==> config.mk <==
export PLATFORM = sky130hd
export DESIGN_NAME = boot_loader
export DESIGN_NICKNAME = d
export VERILOG_FILES = /design/src/rtl/boot_loader_pkg.sv /design/src/rtl/boot_loader_mem_port_mux.sv /design/src/rtl/boot_loader.sv
export SDC_FILE = /design/constraint.sdc
export NUM_CORES = 1
export LEC_CHECK = 0
export BUFFER_PORTS_ARGS = -buffer_cell sky130_fd_sc_hd__buf_2
export CAP_MARGIN = 20
export CORE_AREA = 2 2 72 91
export CTS_CLUSTER_SIZE = 30
export DETAILED_ROUTE_END_ITERATION = 7
export DIE_AREA = 0 0 74 93
export GPL_ROUTABILITY_DRIVEN = 0
export PLACE_DENSITY = 0.76
export SYNTH_ARGS = -nofsm -noshare
export SYNTH_HDL_FRONTEND = slang
export SYNTH_HIERARCHICAL = 1
export SYNTH_SLANG_ARGS = --single-unit
export TNS_END_PERCENT = 20
==> constraint.sdc <==
create_clock -name clk -period 4.7 [get_ports clk]
set_input_delay 0.705 -clock clk [delete_from_list [all_inputs] [get_ports clk]]
set_output_delay 0.705 -clock clk [all_outputs]
set_load 0.01 [all_outputs]
==> src/rtl/boot_loader_pkg.sv <==
// Shared types and constants for the boot loader: FSM state encoding,
// memory word width and the header count range check.
package boot_loader_pkg;

    localparam int WORD_W = 16;

    typedef enum logic [2:0] {
        CNT_HI,
        CNT_LO,
        DATA_HI,
        DATA_LO,
        WRITE,
        RUN,
        ERROR
    } ld_state_e;

    // A header count larger than the memory depth can never be honoured.
    function automatic logic count_too_big(input logic [WORD_W-1:0] cnt,
                                           input int unsigned       addr_w);
        return 32'(cnt) > (32'd1 << addr_w);
    endfunction

endpackage

==> src/rtl/boot_loader_mem_port_mux.sv <==
// Memory write-port arbiter: the loader owns the port until the CPU is
// released, after which CPU writes pass straight through.
module boot_loader_mem_port_mux
    import boot_loader_pkg::*;
#(
    parameter int ADDR_W = 7
) (
    input  logic              sel_cpu_i,
    input  logic              ld_we_i,
    input  logic [ADDR_W-1:0] ld_addr_i,
    input  logic [WORD_W-1:0] ld_wdata_i,
    input  logic              cpu_we_i,
    input  logic [ADDR_W-1:0] cpu_addr_i,
    input  logic [WORD_W-1:0] cpu_wdata_i,
    output logic              mem_we_o,
    output logic [ADDR_W-1:0] mem_addr_o,
    output logic [WORD_W-1:0] mem_wdata_o
);

    always_comb begin
        if (sel_cpu_i) begin
            mem_we_o    = cpu_we_i;
            mem_addr_o  = cpu_addr_i;
            mem_wdata_o = cpu_wdata_i;
        end else begin
            mem_we_o    = ld_we_i;
            mem_addr_o  = ld_addr_i;
            mem_wdata_o = ld_wdata_i;
        end
    end

endmodule

==> src/rtl/boot_loader.sv <==
// Boot loader: takes a length-prefixed big-endian byte stream, writes it to
// memory from word 0, then releases the CPU and hands it the write port.
module boot_loader
    import boot_loader_pkg::*;
#(
    parameter int ADDR_W = 7
) (
    input  logic              clk,
    input  logic              rst,
    input  logic              rx_valid,
    input  logic [7:0]        rx_data,
    output logic              rx_ready,
    input  logic              cpu_we,
    input  logic [14:0]       cpu_addr,
    input  logic [WORD_W-1:0] cpu_wdata,
    output logic              mem_we,
    output logic [ADDR_W-1:0] mem_addr,
    output logic [WORD_W-1:0] mem_wdata,
    output logic              cpu_run,
    output logic              load_done,
    output logic              load_error
);

    ld_state_e         state_q;
    logic [ADDR_W:0]   addr_q;
    logic [WORD_W-1:0] count_q;
    logic [WORD_W-1:0] word_q;
    logic              rx_ready_q;
    logic              ld_we_q;
    logic              cpu_run_q;
    logic              load_done_q;
    logic              load_error_q;

    logic              xfer;
    logic [WORD_W-1:0] count_d;
    logic              unused_addr_bits;

    assign xfer    = rx_valid && rx_ready_q;
    assign count_d = {count_q[WORD_W-1:8], rx_data};

    // The address counter carries one spare bit so a full-depth load never
    // wraps; that bit and the CPU's upper address bits never reach memory.
    assign unused_addr_bits = ^{addr_q[ADDR_W], cpu_addr[14:ADDR_W]};

    // Outputs are registered alongside the state so they track it exactly.
    always_ff @(posedge clk or posedge rst) begin
        if (rst) begin
            state_q      <= CNT_HI;
            addr_q       <= '0;
            count_q      <= '0;
            word_q       <= '0;
            rx_ready_q   <= 1'b1;
            ld_we_q      <= 1'b0;
            cpu_run_q    <= 1'b0;
            load_done_q  <= 1'b0;
            load_error_q <= 1'b0;
        end else begin
            unique case (state_q)
                CNT_HI: begin
                    if (xfer) begin
                        count_q[WORD_W-1:8] <= rx_data;
                        state_q             <= CNT_LO;
                    end
                end
                CNT_LO: begin
                    if (xfer) begin
                        count_q <= count_d;
                        if (count_d == '0) begin
                            state_q     <= RUN;
                            rx_ready_q  <= 1'b0;
                            cpu_run_q   <= 1'b1;
                            load_done_q <= 1'b1;
                        end else if (count_too_big(count_d, ADDR_W)) begin
                            state_q      <= ERROR;
                            rx_ready_q   <= 1'b0;
                            load_error_q <= 1'b1;
                        end else begin
                            state_q <= DATA_HI;
                        end
                    end
                end
                DATA_HI: begin
                    if (xfer) begin
                        word_q[WORD_W-1:8] <= rx_data;
                        state_q            <= DATA_LO;
                    end
                end
                DATA_LO: begin
                    if (xfer) begin
                        word_q[7:0] <= rx_data;
                        state_q     <= WRITE;
                        rx_ready_q  <= 1'b0;
                        ld_we_q     <= 1'b1;
                    end
                end
                WRITE: begin
                    ld_we_q <= 1'b0;
                    addr_q  <= addr_q + 1'b1;
                    count_q <= count_q - 1'b1;
                    if (count_q == 16'd1) begin
                        state_q     <= RUN;
                        cpu_run_q   <= 1'b1;
                        load_done_q <= 1'b1;
                    end else begin
                        state_q    <= DATA_HI;
                        rx_ready_q <= 1'b1;
                    end
                end
                RUN: begin
                    state_q <= RUN;
                end
                ERROR: begin
                    state_q <= ERROR;
                end
                default: begin
                    state_q      <= ERROR;
                    rx_ready_q   <= 1'b0;
                    ld_we_q      <= 1'b0;
                    cpu_run_q    <= 1'b0;
                    load_error_q <= 1'b1;
                end
            endcase
        end
    end

    assign rx_ready   = rx_ready_q;
    assign cpu_run    = cpu_run_q;
    assign load_done  = load_done_q;
    assign load_error = load_error_q;

    boot_loader_mem_port_mux #(
        .ADDR_W (ADDR_W)
    ) u_mem_port_mux (
        .sel_cpu_i   (state_q == RUN),
        .ld_we_i     (ld_we_q),
        .ld_addr_i   (addr_q[ADDR_W-1:0]),
        .ld_wdata_i  (word_q),
        .cpu_we_i    (cpu_we),
        .cpu_addr_i  (cpu_addr[ADDR_W-1:0]),
        .cpu_wdata_i (cpu_wdata),
        .mem_we_o    (mem_we),
        .mem_addr_o  (mem_addr),
        .mem_wdata_o (mem_wdata)
    );

endmodule

==> run metrics, run 1 <==
total number of nets in the final design 366; pin count of the biggest net entering global routing 48; crit path max fanout 24; Most Crowded Layer GR met2; via total after detailed routing 2326; standby leakage power 1.54 nW; floorplan die height slightly above 90 um; fraction of layout cells with a size suffix above 1 0.399; final setup vio count 0; worst clock skew roughly 0.0073 ns; wire length of the first global-routing pass between 10 and 15 mm; worst reg2reg path startpoint state_q[2]; grt met3 use 0.0356; run status finished clean; clock tree from TritonCTS done; number of maximum-capacitance constraint violations 0; post-CTS resize count 0; final critical-path required period 3.02 ns; final core occ 0.550; clock insertion delay at the later pin of the skew report 0.30 ns; aggregate routed wire length 6.58 mm; final hold violation count 0; number of detailed-routing iterations run before antenna repair 4; CP Capture Type output pin; cell row count 32; deepest clock path buffer count 2; GR Util met1 0.264; number of vias per cell 5.73; Post-CTS Setup Repair Bufs 0; hold_buf cts 0; number of placed I/O pins 71; signed area change from the synthesized netlist to the final layout 15.5%; count of different cell masters after synthesis 56; number of levels in the clock H-tree 2; synth top area cells sky130_fd_sc_hd__dfrtp_1 40%, sky130_fd_sc_hd__mux2_4 10%, sky130_fd_sc_hd__mux2_2 8.2%, sky130_fd_sc_hd__nand2_1 3.3%, sky130_fd_sc_hd__o211ai_1 2.3%; transition time at the pin with the least slew margin approximately 0.77 ns; number of antenna violations at the first check in global routing 0; input/output buffers 62; routed length per placed instance 16.2 um; area of the die 0.00688 sq mm; Sum Neg Setup Slack 0 ns; detailed-route DRC error count 0; WS Path Type flip-flop to output pin; Initial Utilization 0.476; DIE WIDTH ~74 um; RSZ-0062 raised after global routing no; count of warnings emitted by yosys 6; highest achievable clock rate 331 MHz; primary flip-flop cell chosen by synthesis mapping sky130_fd_sc_hd__dfrtp_1; Yosys top cell area share 0.400; slack of the worst reg-to-reg path 2.54 ns; vias in the first global route 2254; met2 usage in global routing 0.326; Post-synth ARST share 1.00; all-layer global routing usage 0.201; Hold/Removal Path Class input pin to async pin; CTS Root Cell sky130_fd_sc_hd__clkbuf_8; count of routing violations after the opening detailed-route iteration 224; startpoint kind of the worst setup timing path flip-flop; core footprint between 0.006 and 0.007 sq mm; GR Overflow Total 0; number of diodes 0; register bit total from synthesis between 40 and 50; critical path data required time between 3 and 4 ns; cell accounting for the most synthesized area sky130_fd_sc_hd__dfrtp_1; worst supply voltage drop on vdd 0.000203 V; Synth Instances 261; area of the mapped netlist 0.00288 sq mm; nets in the synthesized netlist 307; most common library cell in the layout ignoring fill and taps sky130_fd_sc_hd__buf_2; Final HPWL DP 4.73 mm; number of nets still failing antenna checks after routing 0; number of enable flip-flop cells after synthesis 0; Reg clk slew, reported paths 0.09 ns; number of sinks driven by the clock tree 47; post-synthesis sequential area ratio 0.409; Slew Limit Fails 0; crit path DAT 2.32 ns; relative slew slack 0.482; startpoint of the most critical setup path state_q[0]; Cell Pwr Density 390 mW/mm^2; Final period util 0.643; Post-Synthesis Mean Instance Area 11.0 sq um; most frequent cells in the layout 62 x sky130_fd_sc_hd__buf_2, 46 x sky130_fd_sc_hd__dfrtp_1, 25 x sky130_fd_sc_hd__nand2_1; number of clock buffers inserted by TritonCTS 5
==> cell families after synthesis <==
family	share of synthesized area
adders and majority gates	0.0130
xor gates and xnor gates	0.0213
and+or+nand+nor	0.183
DFF	0.409
buffers and inverters	0.0491
muxes	0.197
AOI/OAI and AO/OA	0.128
==> flip-flops by register name, summed over array words and instances, names as in the netlist <==
name and count:
addr_q 7, count_q 16, cpu_run 1, ld_we_q 1, load_done 1, load_error 1
rx_ready 1, state_q 3, word_q 16
==> report_power, final <==
part	internal (mW)	leakage, nW	switching (mW)	total (mW)
registers	0.506	0.555	0.0953	0.601
clock network	0.159	0.0514	0.137	0.296
logic	0.234	0.931	0.165	0.399
==> Yosys cell counts, types with 5 or more instances <==
| cell type | count |
|---|---|
| sky130_fd_sc_hd__nor2_1 | 13 |
| sky130_fd_sc_hd__dfrtp_1 | 46 |
| sky130_fd_sc_hd__clkbuf_1 | 6 |
| sky130_fd_sc_hd__a21o_1 | 5 |
| sky130_fd_sc_hd__inv_1 | 7 |
| sky130_fd_sc_hd__nand4_1 | 7 |
| sky130_fd_sc_hd__xnor2_1 | 5 |
| sky130_fd_sc_hd__nand3_1 | 9 |
| sky130_fd_sc_hd__nor3_1 | 5 |
| sky130_fd_sc_hd__o211ai_1 | 9 |
| sky130_fd_sc_hd__mux2_2 | 21 |
| sky130_fd_sc_hd__nand2_1 | 25 |
| sky130_fd_sc_hd__mux2_4 | 20 |
| sky130_fd_sc_hd__a21oi_1 | 7 |
==> cell type report <==
cell class                 instances  area, sq um
clock buffer                       6         72.6
clock inverter                     2         37.5
fill                             552         2720
timing repair buffer              65          345
inverter                           7         26.3
sequential                        47         1180
tap                               85          106
multi-input combinational        194         1560
==> worst paths after layout <==
kind,to,cells past startpoint
worst max register to register,count_q[4],5
worst max-delay path,mem_addr[6],5
max in group asynchronous,rx_ready,3
min in group clk,load_done,1
worst min register to register,load_done,1
worst min-delay path,count_q[10],2
==> stage by stage <==
step	power (mW)	area [sq um]	hold slack, ns	std cells	worst slack [ns]
final	1.30	3330	0.312	406	1.68
after global routing	1.37	3330	0.329	406	1.51
after CTS	1.30	3310	0.467	405	1.68
after detailed placement	1.01	3200	0.444	397	2.02
after global placement	0.992	3200	0.439	397	2.06
after floorplan	0.869	2880	0.438	261	2.51
==> layer usage <==
| layer | up-vias | routed length (um) |
|---|---|---|
| li1 | 1090 | - |
| met1 | 1129 | 2720 |
| met2 | 95 | 3330 |
| met3 | 12 | 383 |
| met4 | 0 | 141 |
| met5 | - | 0 |
==> critical path, stage by stage, from the launching register on <==
cell,delay (ns)
sky130_fd_sc_hd__dfrtp_1,0.60
sky130_fd_sc_hd__nor2b_1,0.34
sky130_fd_sc_hd__and2_1,0.17
sky130_fd_sc_hd__buf_4,0.37
sky130_fd_sc_hd__mux2_2,0.38
sky130_fd_sc_hd__buf_2,0.14
No activity file was read; power rests on OpenSTA's default activity.
==> inputs of run 2 (changes only) <==
==> constraint.sdc (replaced) <==
create_clock -name clk -period 3.1 [get_ports clk]
set_input_delay 0.465 -clock clk [delete_from_list [all_inputs] [get_ports clk]]
set_output_delay 0.465 -clock clk [all_outputs]
set_load 0.01 [all_outputs]
==> run 2 against run 1 <==
  * Non-clock buffer count increased by 1
  * Via count decreased by 2.1%
  * First-iteration DRC count decreased by 26%
  * Cell count increased by 0.25%
  * Clock-buffer cell count unchanged
==> run metrics, run 2 (same netlist as run 1, synthesis figures left out) <==
aggregate routed wire length 6.52 mm (-0.94%); startpoint of the most critical setup path state_q[0]; Sum Neg Setup Slack 0 ns (unchanged); worst clock skew 0.00848 ns (+0.00122 ns); hold_buf cts 0 (unchanged); transition time at the pin with the least slew margin 0.698 ns (-0.0761 ns); Slew Limit Fails 0 (unchanged); core footprint 0.00605 sq mm (unchanged); standby leakage power 1.54 nW (-0.13%); hold_ws 0.0417 ns (-0.270 ns); number of sinks driven by the clock tree 47 (unchanged); clock tree from TritonCTS done; vias in the first global route 2180 (-3.3%); floorplan die height 93 um (unchanged); number of maximum-capacitance constraint violations 0 (unchanged); count of routing violations after the opening detailed-route iteration 165 (-26%); category of cells accounting for the largest share of critical-path delay flip-flops; CP cell instances nor2b_1 > and2_1 > buf_4 > mux2_2 > buf_2; largest registers count_q: 16 flops, word_q: 16 flops, addr_q: 7 flops; CTS Root Cell sky130_fd_sc_hd__clkbuf_8; run status finished clean; cell with the biggest individual delay on the critical path sky130_fd_sc_hd__dfrtp_1; Final WS setup 0.344 ns (-1.33 ns); critical path data required time 2.63 ns (-1.36 ns); post-layout instance count excluding filler cells 407 (+0.25%); all-layer global routing usage 0.200 (-0.00143); DIE WIDTH 74 um (unchanged); input/output buffers 62 (unchanged); startpoint kind of the worst setup timing path flip-flop; number of placed I/O pins 71 (unchanged); number of vias per cell 5.60 (-2.3%); detailed-route DRC error count 0 (unchanged); signed area change from the synthesized netlist to the final layout 14.9%; final setup vio count 0 (unchanged); worst reg2reg endpoint count_q[15]; fraction of layout cells with a size suffix above 1 0.401 (+0.00187); Cell Pwr Density 572 mW/mm^2 (+47%); Buffers & Inverters on Critical Path 2 (unchanged); Post-CTS Setup Repair Bufs 0 (unchanged); deepest clock path buffer count 2 (unchanged); worst slack at placement 0.688 ns (-1.33 ns); CP Capture Type output pin; Reg clk slew, reported paths 0.09 ns (about the same); pin count of the biggest net entering global routing 48 (unchanged); total number of nets in the final design 367 (+0.27%); GR Overflow Total 0 (unchanged); most common library cell in the layout ignoring fill and taps sky130_fd_sc_hd__buf_2; final hold violation count 0 (unchanged); number of detailed-routing iterations run before antenna repair 4 (unchanged); worst supply voltage drop on vdd 0.000363 V (+79%); routed length per placed instance 16.0 um (-1.2%); post-CTS resize count 0 (unchanged); RSZ-0062 raised after global routing no; number of clock buffers inserted by TritonCTS 5 (unchanged); wire length of the first global-routing pass 10.7 mm (-1.0%); largest incremental delay on the critical path 0.57 ns (-0.03 ns); via total after detailed routing 2278 (-2.1%); area of the die 0.00688 sq mm (unchanged); slack of the worst reg-to-reg path 1.08 ns (-1.46 ns); highest achievable clock rate 363 MHz; Initial Utilization 0.476 (unchanged); number of nets still failing antenna checks after routing 0 (unchanged); crit path DAT 2.29 ns (-0.03 ns); number of antenna violations at the first check in global routing 0 (unchanged); worst reg2reg path startpoint count_q[2]; logic depth of the worst register-to-register path 4 (-1); crit path max fanout 24 (unchanged); final critical-path required period 2.76 ns; cell row count 32 (unchanged); Final HPWL DP 4.82 mm (+1.9%); Final period util 0.889; instance count on the critical path 5 (unchanged); clock insertion delay at the later pin of the skew report 0.30 ns (about the same); most frequent cells in the layout 62 x sky130_fd_sc_hd__buf_2, 46 x sky130_fd_sc_hd__dfrtp_1, 25 x sky130_fd_sc_hd__nand2_1; WS Path Type flip-flop to output pin; count of placed standard cells including taps 398 (+0.25%); number of diodes 0 (unchanged); number of levels in the clock H-tree 2 (unchanged); Hold/Removal Path Class input pin to async pin; relative slew slack 0.531 (+0.0491)
## run 2: changes by cell type in the layout (fill, tap and decap cells not counted), sizes merged
| cell | before | now |
|---|---|---|
| buf | 65 | 66 |
| bufinv | 1 | 0 |
| clkinv | 0 | 2 |
| clkinvlp | 1 | 0 |
## run 2: per-layer routing
layer	vias to the layer above	part of all wire	GRT usage
met3	11	0.047	0.0313
met4	0	0.023	0.0712
met1	1105	0.41	0.252
met2	71	0.52	0.342
met5	-	0	0
li1	1091	-	-
## run 2: worst max-delay path by stage
stage / end / slack (ns)
2_1_floorplan: mem_addr[0] / 1.15
3_3_place_gp: mem_addr[6] / 0.71
3_5_place_dp: mem_addr[6] / 0.69
4_1_cts: mem_addr[6] / 0.34
5_1_grt: mem_addr[6] / 0.17
6_report: mem_addr[6] / 0.34
## run 2: stage by stage
step | util | total power, mW | area (sq um)
CTS | 0.544 | 1.91 | 3290
detailed placement | 0.530 | 1.54 | 3200
finish | 0.547 | 1.89 | 3310
floorplan | - | 1.32 | 2880
global route | 0.547 | 2.00 | 3310
global placement | 0.530 | 1.51 | 3200
## run 2: where the power goes
part           switching [mW]  internal [mW]
sequential              0.132          0.767
clock                   0.212          0.160
combinational           0.264          0.359
## run 2: cell type report
type                            instances  area [sq um]
Fill cell                             544          2740
Tap cell                               85           106
Clock inverter                          2          13.8
Inverter                                7          26.3
Multi-Input combinational cell        194          1560
Clock buffer                            6          72.6
Timing Repair Buffer                   66           353
Sequential cell                        47          1180
==> inputs of run 3 (changes only) <==
--- a/config.mk
+++ b/config.mk
@@ -12,7 +12,7 @@
 export DETAILED_ROUTE_END_ITERATION = 7
 export DIE_AREA = 0 0 74 93
 export GPL_ROUTABILITY_DRIVEN = 0
-export PLACE_DENSITY = 0.76
+export PLACE_DENSITY = 0.8
 export SYNTH_ARGS = -nofsm -noshare
 export SYNTH_HDL_FRONTEND = slang
 export SYNTH_HIERARCHICAL = 1
==> run 3 against run 2 <==
  * Critical path depth is the same
  * Largest cell class unchanged
  * Combinational power shrank 3.4%
  * Clock skew is essentially flat
  * Critical path type unchanged
==> run metrics, run 3 (same netlist as run 1, synthesis figures left out) <==
clock insertion delay at the later pin of the skew report 0.31 ns (about the same); number of nets still failing antenna checks after routing 0 (unchanged); post-CTS resize count 0 (unchanged); run status finished clean; worst slack at placement 0.713 ns (+0.0253 ns); Reg clk slew, reported paths 0.09 ns (about the same); wire length of the first global-routing pass 10.4 mm (-2.4%); critical path data required time 2.63 ns (about the same); detailed-route DRC error count 0 (unchanged); WS Path Type flip-flop to output pin; number of antenna violations at the first check in global routing 0 (unchanged); CP cell instances nor2b_1 > and2_1 > buf_4 > mux2_2 > buf_2; floorplan die height 93 um (unchanged); worst clock skew 0.00827 ns (-0.000211 ns); count of routing violations after the opening detailed-route iteration 171 (+3.6%); Cell Area, Placed 0.00320 sq mm (-0.23%); Cell Pwr Density 579 mW/mm^2 (+1.2%); pin count of the biggest net entering global routing 48 (unchanged); signed area change from the synthesized netlist to the final layout 15.1%; aggregate routed wire length 6.47 mm (-0.75%); largest registers count_q: 16 flops, word_q: 16 flops, addr_q: 7 flops; vias in the first global route 2161 (-0.87%); clock tree from TritonCTS done; most frequent cells in the layout 62 x sky130_fd_sc_hd__buf_2, 46 x sky130_fd_sc_hd__dfrtp_1, 25 x sky130_fd_sc_hd__nand2_1; hold_ws 0.0858 ns (+0.0442 ns); count of placed standard cells including taps 397 (-0.25%); final hold violation count 0 (unchanged); number of sinks driven by the clock tree 47 (unchanged); crit path max fanout 24 (unchanged); core footprint 0.00605 sq mm (unchanged); DIE WIDTH 74 um (unchanged); final critical-path required period 2.71 ns (-0.0487 ns); number of maximum-capacitance constraint violations 0 (unchanged); via total after detailed routing 2325 (+2.1%); slack of the worst reg-to-reg path 0.94 ns (-0.14 ns); Power, Total 1.92 mW (+1.4%); number of detailed-routing iterations run before antenna repair 4 (unchanged); RSZ-0062 raised after global routing no; Final WS setup 0.392 ns (+0.0487 ns); routed length per placed instance 15.9 um (-0.51%); hold_buf cts 0 (unchanged); standby leakage power 1.53 nW (-0.13%); Sum Neg Setup Slack 0 ns (unchanged); highest achievable clock rate 369 MHz (+1.8%); most common library cell in the layout ignoring fill and taps sky130_fd_sc_hd__buf_2; transition time at the pin with the least slew margin 0.755 ns (+0.0573 ns); Final period util 0.873 (-0.0157); Final HPWL DP 4.63 mm (-3.8%); GR Overflow Total 0 (unchanged); largest incremental delay on the critical path 0.59 ns (+0.02 ns); number of diodes 0 (unchanged); number of placed I/O pins 71 (unchanged); worst supply voltage drop on vdd 0.000281 V (-23%); CP Capture Type output pin; startpoint kind of the worst setup timing path flip-flop; number of clock buffers inserted by TritonCTS 5 (unchanged); total number of nets in the final design 366 (-0.27%); Initial Utilization 0.476 (unchanged); fin area 0.00331 sq mm (+0.15%); CTS Root Cell sky130_fd_sc_hd__clkbuf_8; Post-CTS Setup Repair Bufs 0 (unchanged); final core occ 0.548 (+0.000828); cell row count 32 (unchanged); cell with the biggest individual delay on the critical path sky130_fd_sc_hd__dfrtp_1; Hold/Removal Path Class input pin to async pin; fraction of layout cells with a size suffix above 1 0.402 (+0.00125); all-layer global routing usage 0.197 (-0.00330); input/output buffers 62 (unchanged); Slew Limit Fails 0 (unchanged); relative slew slack 0.493 (-0.0385); number of vias per cell 5.73 (+2.3%); area of the die 0.00688 sq mm (unchanged); deepest clock path buffer count 2 (unchanged); fill count 523 (-3.9%); final setup vio count 0 (unchanged); crit path DAT 2.24 ns (-0.05 ns); post-layout instance count excluding filler cells 406 (-0.25%); number of levels in the clock H-tree 2 (unchanged)
[run 3: changes by cell type in the layout (fill, tap and decap cells not counted), sizes merged]
| cell | change |
|---|---|
| buf | -1 |
| clkinv | -1 |
| clkinvlp | +1 |
[run 3: final timing paths]
path,start,to,depth (start not counted)
max in group asynchronous,rst,load_done,3
min in group clk,addr_q[6],addr_q[6],1
hold / removal,rst,count_q[10],2
setup / recovery,state_q[0],mem_addr[6],5
hold reg to reg,addr_q[6],addr_q[6],1
setup reg to reg,state_q[2],count_q[4],5
[run 3: critical path, delay by kind of cell (launching register included)]
family,cells,cell delay [ns]
DFF,1,0.59
and+or+nand+nor,2,0.44
buffers and inverters,2,0.51
muxes,1,0.38
[run 3: where the power goes]
group          switching (mW)  total (mW)  internal (mW)
Combinational           0.249       0.603          0.354
Sequential              0.144       0.911          0.767
Clock                   0.223       0.405          0.182
Total                   0.616        1.92           1.30
[run 3: area by class of cell]
class | count | area, sq um | share of cell area
Clock buffer | 6 | 82.6 | 0.0249
Inverter | 7 | 26.3 | 0.00793
Sequential cell | 47 | 1180 | 0.355
Multi-Input combinational cell | 194 | 1560 | 0.471
Tap cell | 85 | 106 | 0.0321
Clock inverter | 2 | 16.3 | 0.00491
Timing Repair Buffer | 65 | 345 | 0.104
[run 3: per-layer routing]
metal,wire length [um],global-route usage,up-vias
met1,2590,0.239,1133
li1,-,-,1089
met2,3360,0.325,87
met3,339,0.0377,16
met4,186,0.102,0
met5,0,0,-
